### src/rtl/id_ex_stage_pkg.sv
// Shared pipeline package: datapath widths, control-bundle layout and the
// ID/EX register update selector.
package id_ex_stage_pkg;

  localparam int CTRL_W = 10;
  localparam int REG_W  = 5;
  localparam int DATA_W = 32;

  // Bit positions inside the control bundle
  localparam int CTRL_REG_WRITE  = 9;
  localparam int CTRL_MEM_READ   = 8;
  localparam int CTRL_MEM_WRITE  = 7;
  localparam int CTRL_MEM_TO_REG = 6;
  localparam int CTRL_ALU_SRC    = 5;
  localparam int CTRL_REG_DST    = 4;
  localparam int CTRL_ALU_OP_LSB = 0;
  localparam int ALU_OP_W        = 4;

  typedef struct packed {
    logic                reg_write;
    logic                mem_read;
    logic                mem_write;
    logic                mem_to_reg;
    logic                alu_src;
    logic                reg_dst;
    logic [ALU_OP_W-1:0] alu_op;
  } ctrl_t;

  typedef enum logic [1:0] {
    UPD_LOAD,
    UPD_BUBBLE,
    UPD_HOLD,
    UPD_FLUSH
  } upd_t;

  // Flush beats Hold beats Stall; otherwise the stage loads.
  function automatic upd_t select_update(input logic flush, input logic hold,
                                         input logic stall);
    if (flush)      return UPD_FLUSH;
    else if (hold)  return UPD_HOLD;
    else if (stall) return UPD_BUBBLE;
    else            return UPD_LOAD;
  endfunction

endpackage

### src/rtl/id_ex_stage_if.sv
// ID/EX boundary bundle: decode-side inputs, squash/freeze controls,
// load-use stall request and registered EX-stage state.
interface id_ex_stage_if;
  import id_ex_stage_pkg::*;

  logic              ID_valid;
  logic [REG_W-1:0]  ID_rs;
  logic [REG_W-1:0]  ID_rt;
  logic [REG_W-1:0]  ID_rd;
  logic [DATA_W-1:0] ID_rdata1;
  logic [DATA_W-1:0] ID_rdata2;
  logic [DATA_W-1:0] ID_imm;
  ctrl_t             ID_ctrl;
  logic              Flush;
  logic              Hold;
  logic              Stall;
  logic              EX_valid;
  logic [REG_W-1:0]  EX_rs;
  logic [REG_W-1:0]  EX_rt;
  logic [REG_W-1:0]  EX_rd;
  logic [DATA_W-1:0] EX_rdata1;
  logic [DATA_W-1:0] EX_rdata2;
  logic [DATA_W-1:0] EX_imm;
  ctrl_t             EX_ctrl;

  modport master (
    output ID_valid, ID_rs, ID_rt, ID_rd, ID_rdata1, ID_rdata2, ID_imm, ID_ctrl,
    output Flush, Hold,
    input  Stall,
    input  EX_valid, EX_rs, EX_rt, EX_rd, EX_rdata1, EX_rdata2, EX_imm, EX_ctrl
  );

  modport slave (
    input  ID_valid, ID_rs, ID_rt, ID_rd, ID_rdata1, ID_rdata2, ID_imm, ID_ctrl,
    input  Flush, Hold,
    output Stall,
    output EX_valid, EX_rs, EX_rt, EX_rd, EX_rdata1, EX_rdata2, EX_imm, EX_ctrl
  );
endinterface

### src/rtl/id_ex_stage_hazard_detect.sv
// Combinational load-use detector: a valid load in EX whose destination
// feeds the instruction in ID requests a one-cycle stall.
module hazard_detect
  import id_ex_stage_pkg::*;
(
  input  logic             ex_valid,
  input  logic             ex_mem_read,
  input  logic [REG_W-1:0] ex_rt,
  input  logic             id_valid,
  input  logic [REG_W-1:0] id_rs,
  input  logic [REG_W-1:0] id_rt,
  input  logic             flush,
  input  logic             hold,
  output logic             stall
);

  logic load_use;

  // $0 is hard-wired zero, so a load targeting it never creates a dependency.
  assign load_use = ex_valid && ex_mem_read && id_valid && (ex_rt != '0) &&
                    ((ex_rt == id_rs) || (ex_rt == id_rt));

  assign stall = load_use && !flush && !hold;

endmodule

### src/rtl/id_ex_stage.sv
// ID/EX pipeline register with load-use bubble insertion.
// Optional HAZ_PERF_CNT_EN adds a saturating bubble counter (BubbleCnt).
module id_ex_stage
  import id_ex_stage_pkg::*;
(
  input  logic               clk,
  input  logic               rst,
  id_ex_stage_if.slave       bus
`ifdef HAZ_PERF_CNT_EN
  ,
  output logic [DATA_W-1:0]  BubbleCnt
`endif
);

  logic stall;
  upd_t upd;

  hazard_detect u_hazard_detect (
    .ex_valid    (bus.EX_valid),
    .ex_mem_read (bus.EX_ctrl.mem_read),
    .ex_rt       (bus.EX_rt),
    .id_valid    (bus.ID_valid),
    .id_rs       (bus.ID_rs),
    .id_rt       (bus.ID_rt),
    .flush       (bus.Flush),
    .hold        (bus.Hold),
    .stall       (stall)
  );

  assign bus.Stall = stall;
  assign upd       = select_update(bus.Flush, bus.Hold, stall);

  // NOTE: state registers use non-blocking assignments so every flop samples
  // pre-edge values; the stall path reads EX_* in the same cycle.
  always_ff @(posedge clk or posedge rst) begin
    if (rst) begin
      bus.EX_valid  <= 1'b0;
      bus.EX_rs     <= '0;
      bus.EX_rt     <= '0;
      bus.EX_rd     <= '0;
      bus.EX_rdata1 <= '0;
      bus.EX_rdata2 <= '0;
      bus.EX_imm    <= '0;
      bus.EX_ctrl   <= '0;
    end else begin
      case (upd)
        // Squash and bubble both leave a side-effect-free slot; data fields hold.
        UPD_FLUSH, UPD_BUBBLE: begin
          bus.EX_valid <= 1'b0;
          bus.EX_ctrl  <= '0;
        end
        UPD_LOAD: begin
          bus.EX_valid  <= bus.ID_valid;
          bus.EX_rs     <= bus.ID_rs;
          bus.EX_rt     <= bus.ID_rt;
          bus.EX_rd     <= bus.ID_rd;
          bus.EX_rdata1 <= bus.ID_rdata1;
          bus.EX_rdata2 <= bus.ID_rdata2;
          bus.EX_imm    <= bus.ID_imm;
          bus.EX_ctrl   <= bus.ID_valid ? bus.ID_ctrl : '0;
        end
        default: ;
      endcase
    end
  end

`ifdef HAZ_PERF_CNT_EN
  logic [DATA_W-1:0] bubble_cnt;

  always_ff @(posedge clk or posedge rst) begin
    if (rst)
      bubble_cnt <= '0;
    else if (upd == UPD_BUBBLE && bubble_cnt != '1)
      bubble_cnt <= bubble_cnt + 1'b1;
  end

  assign BubbleCnt = bubble_cnt;
`endif

endmodule

### src/flat_wrapper.sv
// flat-port wrapper written by rule: the top's interface ports become plain ports
module id_ex_stage_flat import id_ex_stage_pkg::*;
  (clk, rst, bus_ID_valid, bus_ID_rs, bus_ID_rt, bus_ID_rd, bus_ID_rdata1, bus_ID_rdata2, bus_ID_imm, bus_ID_ctrl, bus_Flush, bus_Hold, bus_Stall, bus_EX_valid, bus_EX_rs, bus_EX_rt, bus_EX_rd, bus_EX_rdata1, bus_EX_rdata2, bus_EX_imm, bus_EX_ctrl);
  id_ex_stage_if bus_i ();
  input  logic clk;
  input  logic rst;
  input wire logic [$bits(bus_i.ID_valid)-1:0] bus_ID_valid;
  input wire logic [$bits(bus_i.ID_rs)-1:0] bus_ID_rs;
  input wire logic [$bits(bus_i.ID_rt)-1:0] bus_ID_rt;
  input wire logic [$bits(bus_i.ID_rd)-1:0] bus_ID_rd;
  input wire logic [$bits(bus_i.ID_rdata1)-1:0] bus_ID_rdata1;
  input wire logic [$bits(bus_i.ID_rdata2)-1:0] bus_ID_rdata2;
  input wire logic [$bits(bus_i.ID_imm)-1:0] bus_ID_imm;
  input wire logic [$bits(bus_i.ID_ctrl)-1:0] bus_ID_ctrl;
  input wire logic [$bits(bus_i.Flush)-1:0] bus_Flush;
  input wire logic [$bits(bus_i.Hold)-1:0] bus_Hold;
  output wire logic [$bits(bus_i.Stall)-1:0] bus_Stall;
  output wire logic [$bits(bus_i.EX_valid)-1:0] bus_EX_valid;
  output wire logic [$bits(bus_i.EX_rs)-1:0] bus_EX_rs;
  output wire logic [$bits(bus_i.EX_rt)-1:0] bus_EX_rt;
  output wire logic [$bits(bus_i.EX_rd)-1:0] bus_EX_rd;
  output wire logic [$bits(bus_i.EX_rdata1)-1:0] bus_EX_rdata1;
  output wire logic [$bits(bus_i.EX_rdata2)-1:0] bus_EX_rdata2;
  output wire logic [$bits(bus_i.EX_imm)-1:0] bus_EX_imm;
  output wire logic [$bits(bus_i.EX_ctrl)-1:0] bus_EX_ctrl;
  assign bus_i.ID_valid = bus_ID_valid;
  assign bus_i.ID_rs = bus_ID_rs;
  assign bus_i.ID_rt = bus_ID_rt;
  assign bus_i.ID_rd = bus_ID_rd;
  assign bus_i.ID_rdata1 = bus_ID_rdata1;
  assign bus_i.ID_rdata2 = bus_ID_rdata2;
  assign bus_i.ID_imm = bus_ID_imm;
  assign bus_i.ID_ctrl = bus_ID_ctrl;
  assign bus_i.Flush = bus_Flush;
  assign bus_i.Hold = bus_Hold;
  assign bus_Stall = bus_i.Stall;
  assign bus_EX_valid = bus_i.EX_valid;
  assign bus_EX_rs = bus_i.EX_rs;
  assign bus_EX_rt = bus_i.EX_rt;
  assign bus_EX_rd = bus_i.EX_rd;
  assign bus_EX_rdata1 = bus_i.EX_rdata1;
  assign bus_EX_rdata2 = bus_i.EX_rdata2;
  assign bus_EX_imm = bus_i.EX_imm;
  assign bus_EX_ctrl = bus_i.EX_ctrl;
  id_ex_stage u_core (.clk(clk), .rst(rst), .bus(bus_i));
endmodule
### config.mk
export PLATFORM = sky130hd
export DESIGN_NAME = id_ex_stage_flat
export DESIGN_NICKNAME = d
export VERILOG_FILES = /design/src/rtl/id_ex_stage_pkg.sv /design/src/rtl/id_ex_stage_if.sv /design/src/rtl/id_ex_stage_hazard_detect.sv /design/src/rtl/id_ex_stage.sv /design/src/flat_wrapper.sv
export SDC_FILE = /design/constraint.sdc
export NUM_CORES = 1
export LEC_CHECK = 0
export CORE_UTILIZATION = 44
export DETAILED_ROUTE_END_ITERATION = 8
export PLACE_DENSITY = 0.95
export SYNTH_ARGS = -nofsm -noshare
export SYNTH_HDL_FRONTEND = slang
export SYNTH_SLANG_ARGS = --single-unit
export TNS_END_PERCENT = 5
### constraint.sdc
create_clock -name clk -period 6.7 [get_ports clk]
set_input_delay 0.67 -clock clk [delete_from_list [all_inputs] [get_ports clk]]
set_output_delay 0.67 -clock clk [all_outputs]
set_load 0.02 [all_outputs]
# == Yosys cells after proc, flatten, opt, wreduce, memory -nomap -nowiden ==
# Cells that the tools add are included.
# totals
reg_bits,122
in_bits,126
out_inout_bits,123
elab_cells,37
# classes
n_eq_ne,4
mux,6
reduce_logical,13
# op_table
cell,n
$pmux 10 s2,1
$eq 5x5->1,2
$mux 10,1
$logic_and 1x1->1,6
$reduce_bool 5->1,1
$mux 2,2
$eq 2x1->1 const B,1
$eq 2x2->1 const B,1
$logic_not 1->1,2
$logic_not 2->1,1
$pmux 1 s2,1
$reduce_bool 2->1,1
$reduce_or 2->1,1
$logic_or 1x1->1,1
$mux 1,1

# == Longest topological paths before layout ==
# Gate-level depths: netlist (run 1).
# depth
ltp_word,12
ltp_mapped,7
mapped_depth_nobuf,5

# == Hierarchy ==
# From an unflattened synthesis (run 1), not the netlist that was laid out.
# unflattened
cells_unflattened,304
hier_area_um2,5241.3
# by_module_without_submodules
mod,n_inst,cells_each,area_each_um2,seq_area_each_um2
id_ex_stage,1,285,5099.9,3052.9
hazard_detect,1,19,141.4,0.0

# == Least setup slack after synthesis (run 1) ==
# Ideal clock, no wire load.
# synth_path
kind,input -> output
from,input bus_ID_rs[2]
to,output bus_Stall
arrival_ns,1.801
t_required_ns,6.030
path_slack_ns,4.229
path_stages,4
n_path_buf,0
cell_sequence,xor2_1 -> nor3_1 -> a22oi_1 -> nor4_1
# synth_between
elab_chain_cells,5
# synth_rtl
element,line,source
"start, declared",flat_wrapper.sv:8,input wire logic [$bits(bus_i.ID_rs)-1:0] bus_ID_rs;
$eq 5x5->1,id_ex_stage_hazard_detect.sv:21,((ex_rt == id_rs) || (ex_rt == id_rt));
$logic_or 1x1->1,id_ex_stage_hazard_detect.sv:21,
$logic_and 1x1->1,id_ex_stage_hazard_detect.sv:20,assign load_use = ex_valid && ex_mem_read && id_valid && (ex_rt != '0) &&
$logic_and 1x1->1 (2 in a row),id_ex_stage_hazard_detect.sv:23,assign stall = load_use && !flush && !hold;
"end, declared",flat_wrapper.sv:17,output wire logic [$bits(bus_i.Stall)-1:0] bus_Stall;
# Every way passes these cells.

# == Worst setup path in the final report (run 1) ==
# Same ends and word-level chain as after synthesis.

==> flow_summary.yaml, run 1 <==
global_routing:
  grtUsageTotal: 0.230
  antenna_found_initial: 0
  overflow: 0
  grt_pass1_vias: 3893
  grt_pass1_wl_um: 20100
  grt_max_degree: 64
worst_setup_path:
  endpoint_kind: "output port"
  crit_required_ns: 6.03
  crit_arrival_ns: 2.61
  crit_path_start_kind: "primary input"
  critPathKind: "primary input to output port"
  worstPathMaxFanout: 3
clock_tree:
  postCtsHoldBufs: 0
  cts_root_buf: "clkbuf_16"
  cts_buffers: 17
  clockBufferDepth: 2
  cts_tree: "built"
  cts_resized: 0
  post_cts_buffers: 0
  path_clk_slew_ns: 0.05
  cts.sinks: 122
  insertion_delay_ns: 0.41
  htree_levels: 4
routing:
  first_pass_iters: 4
  drt-wirelength-per-cell_um: 19.3
  wirelength_um: 13700
  drc: 0
  antenna_left: 0
  vias: 3533
  drt_first_iter_violations: 150
  drt-vias-per-instance: 4.99
logic_synthesis:
  synthArstFlopShare: 1.00
  synth_nets: 432
  syn_area_per_cell_um2: 16.7
  synth_area_um2: 5100
  synth_largest_area_cell: "dfrtp_1"
  synth_seq_area_share: 0.599
  synth_cell_types: 20
  synth_edf_count: 0
  synth_warnings: 0
  synth.top_cell.area_share: 0.599
  synthFlopType: "dfrtp_1"
  syn-instance-count: 306
  synth_commonest_cells: "dfrtp_1, mux2_4, mux2_2"
  ys_top_cells_by_area: "dfrtp_1, mux2_4, mux2_2"
  synth_seq_cells: 122
  synth.most_common_cell: "dfrtp_1"
place:
  placed_cell_area_um2: 7650
  port_buffers: 248
  hpwl_um: 9590
  globalplace.congestion: 0.811
sta:
  tns_ns: 0
  setup_violations: 0
  period_share: 0.490
  skew_ns: 0.00686
  rsz0062_at_grt: "no"
  timing.fmax_ghz: 0.304
  slew_headroom: 0.294
  period_minus_slack_ns: 3.28
  finalHoldViolations: 0
  worst-slew-pin-transition_ns: 1.06
  drv_slew: 0
pwr:
  clkPwrFrac: 0.342
  intPower_mw: 1.72
  power_density_nw_per_um2: 287
  irDropWorstVdd_mv: 0.215
  total_leakage_power_nw: 3.68
  combPwrFrac: 0.271
  swShare: 0.267
  totalPowerFinal_mw: 2.35
  p_switching_mw: 0.626
  p_seq_frac: 0.387
layout:
  stdcell_area_um2: 8170
  diodes: 0
  area_growth_syn_to_layout_pct: 60.2
  fin_nets: 685
  utilization: 0.737
  drive_gt1_frac: 0.250
flow_run:
  cap_violations: 0
floorplan:
  core_area_um2: 11100
  die_y_um: 110
  die_area_um2: 12000
  rows: 38
  io_pins: 249
  fp.dieW_um: 110
  initial_core_util: 0.460
run_status:
  status: "finished, final reports clean"
hold_path:
  min_path_type: "register to register"
-- kinds of logic (layout without fill, tap and decap cells) --
family / Yosys count / after routing / synth area share
AO/OA/AOI/OAI: 14 / 14 / 0.0162
XOR/XNOR: 10 / 10 / 0.0172
buffers and inverters: 18 / 280 / 0.0292
flip-flops: 122 / 122 / 0.599
multiplexers: 111 / 111 / 0.311
AND/OR/NAND/NOR: 31 / 31 / 0.0275
-- sequential cells by signal, summed over array words and instances (netlist names) --
register              cells
u_core.bus.EX_ctrl       10
u_core.bus.EX_imm        32
u_core.bus.EX_valid       1
u_core.bus.EX_rd          5
u_core.bus.EX_rs          5
u_core.bus.EX_rdata2     32
u_core.bus.EX_rt          5
u_core.bus.EX_rdata1     32
-- worst paths after layout --
kind / from / to / slack, ns / cells past startpoint
worst min-delay path: u_core.bus.EX_ctrl[0]$_DFFE_PP0P_ / u_core.bus.EX_ctrl[0]$_DFFE_PP0P_ / 0.48 / 2
max in group asynchronous: rst / u_core.bus.EX_rdata2[22]$_DFFE_PP0N_ / 4.66 / 3
min in group asynchronous: rst / u_core.bus.EX_rdata2[26]$_DFFE_PP0N_ / 0.77 / 2
worst max-delay path: bus_ID_rs[2] / bus_Stall / 3.42 / 6
worst min register to register: u_core.bus.EX_ctrl[0]$_DFFE_PP0P_ / u_core.bus.EX_ctrl[0]$_DFFE_PP0P_ / 0.48 / 2
worst max register to register: u_core.bus.EX_rt[2]$_DFFE_PP0N_ / u_core.bus.EX_rd[1]$_DFFE_PP0N_ / 4.06 / 6
-- critical path, stage by stage --
cell and delay (ns):
clkdlybuf4s50_1 0.43, xor2_1 0.16, nor3_1 0.20, a22oi_1 0.20, nor4_1 0.28, clkdlybuf4s50_1 0.66
-- power groups by stage --
stage	sequential (mW)	clock [mW]	combinational (mW)
after detailed placement	0.916	0	0.637
after global routing	0.919	0.854	0.669
after CTS	0.908	0.820	0.643
after global placement	0.908	0	0.624
after floorplan	1.03	0	0.190
final	0.908	0.804	0.636
-- cell type report --
type	instances	area, um2
Inverter	1	6.26
Tap cell	140	175
Clock buffer	25	505
Fill cell	698	2910
Clock inverter	3	15.0
Sequential cell	122	3050
Multi-Input combinational cell	166	1910
Timing Repair Buffer	251	2500
-- metrics by stage --
stage	hold slack (ns)	std cells	setup WS (ns)
after floorplan	0.492	306	2.79
after global placement	0.469	680	3.50
after detailed placement	0.477	680	3.41
after CTS	0.485	708	3.41
after global routing	0.507	708	3.24
final	0.484	708	3.42
-- cell usage in the layout, fill, tap and decap left out, types with 3 or more instances in the layout --
cell / count
clkbuf_16: 17
o21ai_0: 11
nor2_1: 4
mux2_2: 21
clkdlybuf4s50_1: 248
nand3_1: 10
clkbuf_8: 5
dfrtp_1: 122
mux2_4: 90
nand2_1: 12
buf_4: 3
clkbuf_1: 3
clkinv_2: 3
xor2_1: 10
-- per-layer routing --
layer	routed length, um	vias up	track usage
li1	-	1567	-
met4	219	0	0.0933
met2	7200	177	0.415
met5	0	-	0
met3	1230	21	0.0883
met1	5000	1768	0.240
Power figures use the tool's default switching activity.
==> run 2, diff against run 1 <==
--- a/config.mk
+++ b/config.mk
@@ -5,9 +5,9 @@
 export SDC_FILE = /design/constraint.sdc
 export NUM_CORES = 1
 export LEC_CHECK = 0
-export CORE_UTILIZATION = 44
+export CORE_UTILIZATION = 41
 export DETAILED_ROUTE_END_ITERATION = 8
-export PLACE_DENSITY = 0.95
+export PLACE_DENSITY = 0.91
 export SYNTH_ARGS = -nofsm -noshare
 export SYNTH_HDL_FRONTEND = slang
 export SYNTH_SLANG_ARGS = --single-unit
==> constraint.sdc (replaced) <==
create_clock -name clk -period 3.1 [get_ports clk]
set_input_delay 0.31 -clock clk [delete_from_list [all_inputs] [get_ports clk]]
set_output_delay 0.31 -clock clk [all_outputs]
set_load 0.02 [all_outputs]
==> run 2 against run 1 <==
Effect of this change: register-to-register slack lost 3.2 ns; hold slack worse by 0.023 ns; via count down 1.9%; routed wire length is 6.0% lower; combinational power is 120% higher; cell count grew 4.5%; cell area rose by 0.92%; critical endpoint unchanged; clock-buffer cell count down 3; total power grew 110%; largest power group unchanged; die area up 7.2%.
==> flow_summary.yaml, run 2 (same netlist as run 1, synthesis figures left out) <==
run_status:
  status: "finished, final reports clean"
place:
  globalplace.congestion: 0.789
  dp.cells: 709
  port_buffers: 248
  hpwl_um: 9200
pwr:
  combPwrFrac: 0.273
  total_leakage_power_nw: 3.69
  intPower_mw: 3.67
  p_switching_mw: 1.37
  irDropWorstVdd_mv: 0.317
  swShare: 0.273
  p_seq_frac: 0.387
  clkPwrFrac: 0.340
  power_density_nw_per_um2: 611
worst_setup_path:
  crit_arrival_ns: 2.41
  endpoint_kind: "output port"
  crit_path_start_kind: "register"
  reg2reg_depth: 6
  r2r_end: "u_core.bus.EX_rd[2]$_DFFE_PP0N_"
  critPathKind: "register to output port"
  rrSetupSlack_ns: 0.87
  crit_required_ns: 2.79
  rr_startpoint: "u_core.bus.EX_rt[2]$_DFFE_PP0N_"
  worstPathMaxFanout: 5
layout:
  stdcell_count: 740
  layout_commonest_cell: "clkdlybuf4s50_1"
  n_fill_cell: 839
  fin_nets: 686
  top_regs: "u_core.bus.EX_imm (32), u_core.bus.EX_rdata1 (32), u_core.bus.EX_rdata2 (32)"
  layout_common_cells: "clkdlybuf4s50_1, dfrtp_1, mux2_4"
  seq_area_um2: 3050
  drive_gt1_frac: 0.255
  diodes: 0
  area_growth_syn_to_layout_pct: 61.7
  multiInputGateArea_um2: 1910
floorplan:
  core_area_um2: 12100
  fp.dieW_um: 114
  io_pins: 249
  initial_core_util: 0.423
  die_area_um2: 12900
  die_y_um: 114
  rows: 40
sta:
  skew_ns: 0.00982
  timing.fmax_ghz: 0.368
  period_share: 0.878
  drv_slew: 0
  rsz0062_at_grt: "no"
  finalHoldViolations: 0
  slew_headroom: 0.506
  setup_violations: 0
  tns_ns: 0
  period_minus_slack_ns: 2.72
  worst-slew-pin-transition_ns: 0.739
routing:
  wirelength_um: 12800
  antenna_left: 0
  drt_first_iter_violations: 192
  drt-wirelength-per-cell_um: 17.4
  drt-vias-per-instance: 4.68
  vias: 3466
  drc: 0
  first_pass_iters: 4
clock_tree:
  post_cts_buffers: 0
  htree_levels: 4
  cts_buffers: 17
  path_clk_slew_ns: 0.05
  cts_resized: 0
  cts.sinks: 122
  cts_tree: "built"
  cts_root_buf: "clkbuf_16"
  insertion_delay_ns: 0.41
  clockBufferDepth: 2
  postCtsHoldBufs: 0
global_routing:
  grt_max_degree: 123
  overflow: 0
  grtUsageTotal: 0.210
  grt_pass1_vias: 3833
  antenna_found_initial: 0
  grt_pass1_wl_um: 20400
flow_run:
  cap_violations: 0
hold_path:
  min_path_type: "primary input to asynchronous set/reset pin"
[run 2: cell count changes in the layout (fill, tap and decap cells not counted)]
cell	previous run	this run
clkinvlp_4	0	3
inv_4	1	0
buf_4	3	1
buf_12	0	3
clkbuf_8	5	2
clkinv_2	3	7
[run 2: power by group through the flow]
stage / clock [mW] / combinational, mW / sequential [mW]
after floorplan: 0 / 0.411 / 2.24
after global placement: 0 / 1.35 / 1.96
after detailed placement: 0 / 1.38 / 1.98
after CTS: 1.76 / 1.39 / 1.95
after global routing: 1.84 / 1.44 / 1.98
final: 1.71 / 1.37 / 1.95
[run 2: layer usage]
layer | wire length (um) | track usage | vias up
li1 | - | - | 1577
met1 | 4890 | 0.229 | 1713
met2 | 6670 | 0.360 | 147
met3 | 965 | 0.0776 | 29
met4 | 316 | 0.101 | 0
met5 | 0 | 0 | -
[run 2: final cells by class]
cell class	instances	share of cell area
flip-flops and latches	122	0.370
well taps	168	0.0255
inverters	1	0.000911
clock inverters	9	0.00607
clock buffers	22	0.0563
multi-input cells	166	0.232
repair buffers	252	0.309
[run 2: through the flow]
step	util	area [um2]	setup WS (ns)	power (mW)	hold WS, ns
3_5_place_dp	0.641	7730	0.528	3.35	0.477
6_report	0.684	8240	0.379	5.04	0.460
5_1_grt	0.684	8240	0.219	5.26	0.476
4_1_cts	0.684	8240	0.368	5.10	0.460
2_1_floorplan	-	5100	1.02	2.65	0.457
3_3_place_gp	0.641	7730	0.549	3.31	0.467
[run 2: worst max-delay path, stage by stage, from the launching register on]
cell             delay, ns
dfrtp_1               0.44
xor2_1                0.19
nor3_1                0.23
a22oi_1               0.20
nor4_1                0.28
clkdlybuf4s50_1       0.65
[run 2: worst max path at each step]
stage | start | slack, ns | end | depth (start not counted)
2_1_floorplan | u_core.bus.EX_rt[1]$_DFFE_PP0N_ | 1.02 | u_core.bus.EX_imm[0]$_DFFE_PP0N_ | 6
6_report | u_core.bus.EX_rt[2]$_DFFE_PP0N_ | 0.38 | bus_Stall | 5
3_3_place_gp | bus_ID_rs[2] | 0.55 | bus_Stall | 6
5_1_grt | u_core.bus.EX_rt[2]$_DFFE_PP0N_ | 0.22 | bus_Stall | 5
3_5_place_dp | bus_ID_rs[2] | 0.53 | bus_Stall | 6
4_1_cts | u_core.bus.EX_rt[0]$_DFFE_PP0N_ | 0.37 | bus_Stall | 5
==> run 3, diff against run 2 <==
--- a/config.mk
+++ b/config.mk
@@ -5,9 +5,11 @@
 export SDC_FILE = /design/constraint.sdc
 export NUM_CORES = 1
 export LEC_CHECK = 0
-export CORE_UTILIZATION = 41
+export CORE_UTILIZATION = 37
 export DETAILED_ROUTE_END_ITERATION = 8
-export PLACE_DENSITY = 0.91
+export PLACE_DENSITY = 0.87
+export SKIP_LAST_GASP = 1
+export SLEW_MARGIN = 20
 export SYNTH_ARGS = -nofsm -noshare
 export SYNTH_HDL_FRONTEND = slang
 export SYNTH_SLANG_ARGS = --single-unit
==> constraint.sdc (replaced) <==
create_clock -name clk -period 2.5 [get_ports clk]
set_input_delay 0.25 -clock clk [delete_from_list [all_inputs] [get_ports clk]]
set_output_delay 0.25 -clock clk [all_outputs]
set_load 0.02 [all_outputs]
==> run 3 against run 2 <==
Effect of this change: clock-buffer cell count up 1; die area increased by 11%; global-route usage is 1.7 points lower; critical path type unchanged; largest cell class unchanged; largest power group unchanged.
==> flow_summary.yaml, run 3 (same netlist as run 1, synthesis figures left out) <==
run_status:
  status: "finished, final reports clean"
pwr:
  power_density_nw_per_um2: 771
  irDropWorstVdd_mv: 0.459
  totalPowerFinal_mw: 6.52
  total_leakage_power_nw: 3.81
routing:
  wirelength_um: 13100
  drt_first_iter_violations: 136
  first_pass_iters: 6
  vias: 3559
  drc: 0
  drt-wirelength-per-cell_um: 17.3
  drt-vias-per-instance: 4.68
  antenna_left: 0
sta:
  tns_ns: 0
  finalHoldViolations: 0
  period_share: 0.942
  timing.fmax_ghz: 0.425
  skew_ns: 0.00679
  drv_slew: 0
  period_minus_slack_ns: 2.36
  rsz0062_at_grt: "no"
  setup_violations: 0
  slew_headroom: 0.477
  worst-slew-pin-transition_ns: 0.783
floorplan:
  core_area_um2: 13300
  rows: 42
  initial_core_util: 0.382
  die_y_um: 119
  io_pins: 249
  fp.dieW_um: 119
  die_area_um2: 14300
clock_tree:
  cts.sinks: 122
  htree_levels: 4
  path_clk_slew_ns: 0.05
  insertion_delay_ns: 0.40
  cts_buffers: 17
  clockBufferDepth: 2
  post_cts_buffers: 0
  cts_tree: "built"
  cts_root_buf: "clkbuf_16"
layout:
  diodes: 0
  fin_nets: 699
  layout_commonest_cell: "clkdlybuf4s50_1"
  top_regs: "u_core.bus.EX_imm (32), u_core.bus.EX_rdata1 (32), u_core.bus.EX_rdata2 (32)"
  stdcell_area_um2: 8460
  area_growth_syn_to_layout_pct: 65.8
  drive_gt1_frac: 0.272
  stdcell_count: 761
  layout_common_cells: "clkdlybuf4s50_1, dfrtp_1, mux2_4"
worst_setup_path:
  crit_path_start_kind: "register"
  critPathKind: "register to output port"
  crit_required_ns: 2.25
  reg2reg_depth: 6
  crit_arrival_ns: 2.11
  worstPathMaxFanout: 5
  endpoint_kind: "output port"
place:
  hpwl_um: 9500
  globalplace.congestion: 0.799
  placed_cell_area_um2: 7890
  dp.cells: 730
  port_buffers: 248
global_routing:
  grt_max_degree: 123
  grt_pass1_vias: 4019
  grtUsageTotal: 0.193
  overflow: 0
  grt_pass1_wl_um: 20900
  antenna_found_initial: 0
flow_run:
  cap_violations: 0
hold_path:
  min_path_type: "primary input to asynchronous set/reset pin"
-- run 3: timing repair --
item | 4_1_cts | 5_1_grt
hold buffers | 0 | 0
setup endpoints to repair | 1 | 0
resized for setup | 1 | 0
-- run 3: final timing paths --
kind	slack, ns	from	endpoint
setup reg to reg	0.30	u_core.bus.EX_rt[1]$_DFFE_PP0N_	u_core.bus.EX_imm[8]$_DFFE_PP0N_
setup / recovery	0.14	u_core.bus.EX_rt[1]$_DFFE_PP0N_	bus_Stall
max in group asynchronous	1.63	rst	u_core.bus.EX_rdata1[30]$_DFFE_PP0N_
hold reg to reg	0.49	u_core.bus.EX_ctrl[7]$_DFFE_PP0P_	u_core.bus.EX_ctrl[7]$_DFFE_PP0P_
min in group clk	0.42	bus_ID_ctrl[8]	u_core.bus.EX_ctrl[8]$_DFFE_PP0P_
hold / removal	0.38	rst	u_core.bus.EX_ctrl[1]$_DFFE_PP0P_
-- run 3: layout make-up --
type,instances,area [um2]
fill,993,4890
sequential,122,3050
timing repair buffer,265,2700
multi-input combinational,166,1910
clock buffer,23,478
tap,176,220
clock inverter,8,93.8
inverter,1,7.51
-- run 3: layer usage --
layer / GRT usage / up-vias / part of all wire
li1: - / 1608 / -
met2: 0.332 / 172 / 0.52
met4: 0.0773 / 0 / 0.025
met5: 0 / - / 0
met1: 0.212 / 1754 / 0.38
met3: 0.0738 / 25 / 0.075
-- run 3: metrics by stage --
step | util | setup WS [ns] | hold slack (ns)
floorplan | - | 0.425 | 0.397
global placement | 0.591 | 0.0885 | 0.461
detailed placement | 0.591 | 0.106 | 0.477
CTS | 0.634 | 0.116 | 0.396
global route | 0.634 | 0.0195 | 0.426
finish | 0.634 | 0.145 | 0.383
-- run 3: power breakdown --
part	switching, mW	total [mW]	internal, mW
clock	0.837	2.37	1.53
sequential	0.177	2.43	2.25
combinational	0.705	1.72	1.02
total	1.72	6.52	4.80
-- run 3: critical path, cell delays in order, from the launching register on --
cell and delay, ns:
dfrtp_1 0.43, or4_1 0.57, o2111ai_2 0.28, nor4_1 0.08, dlygate4sd2_1 0.34
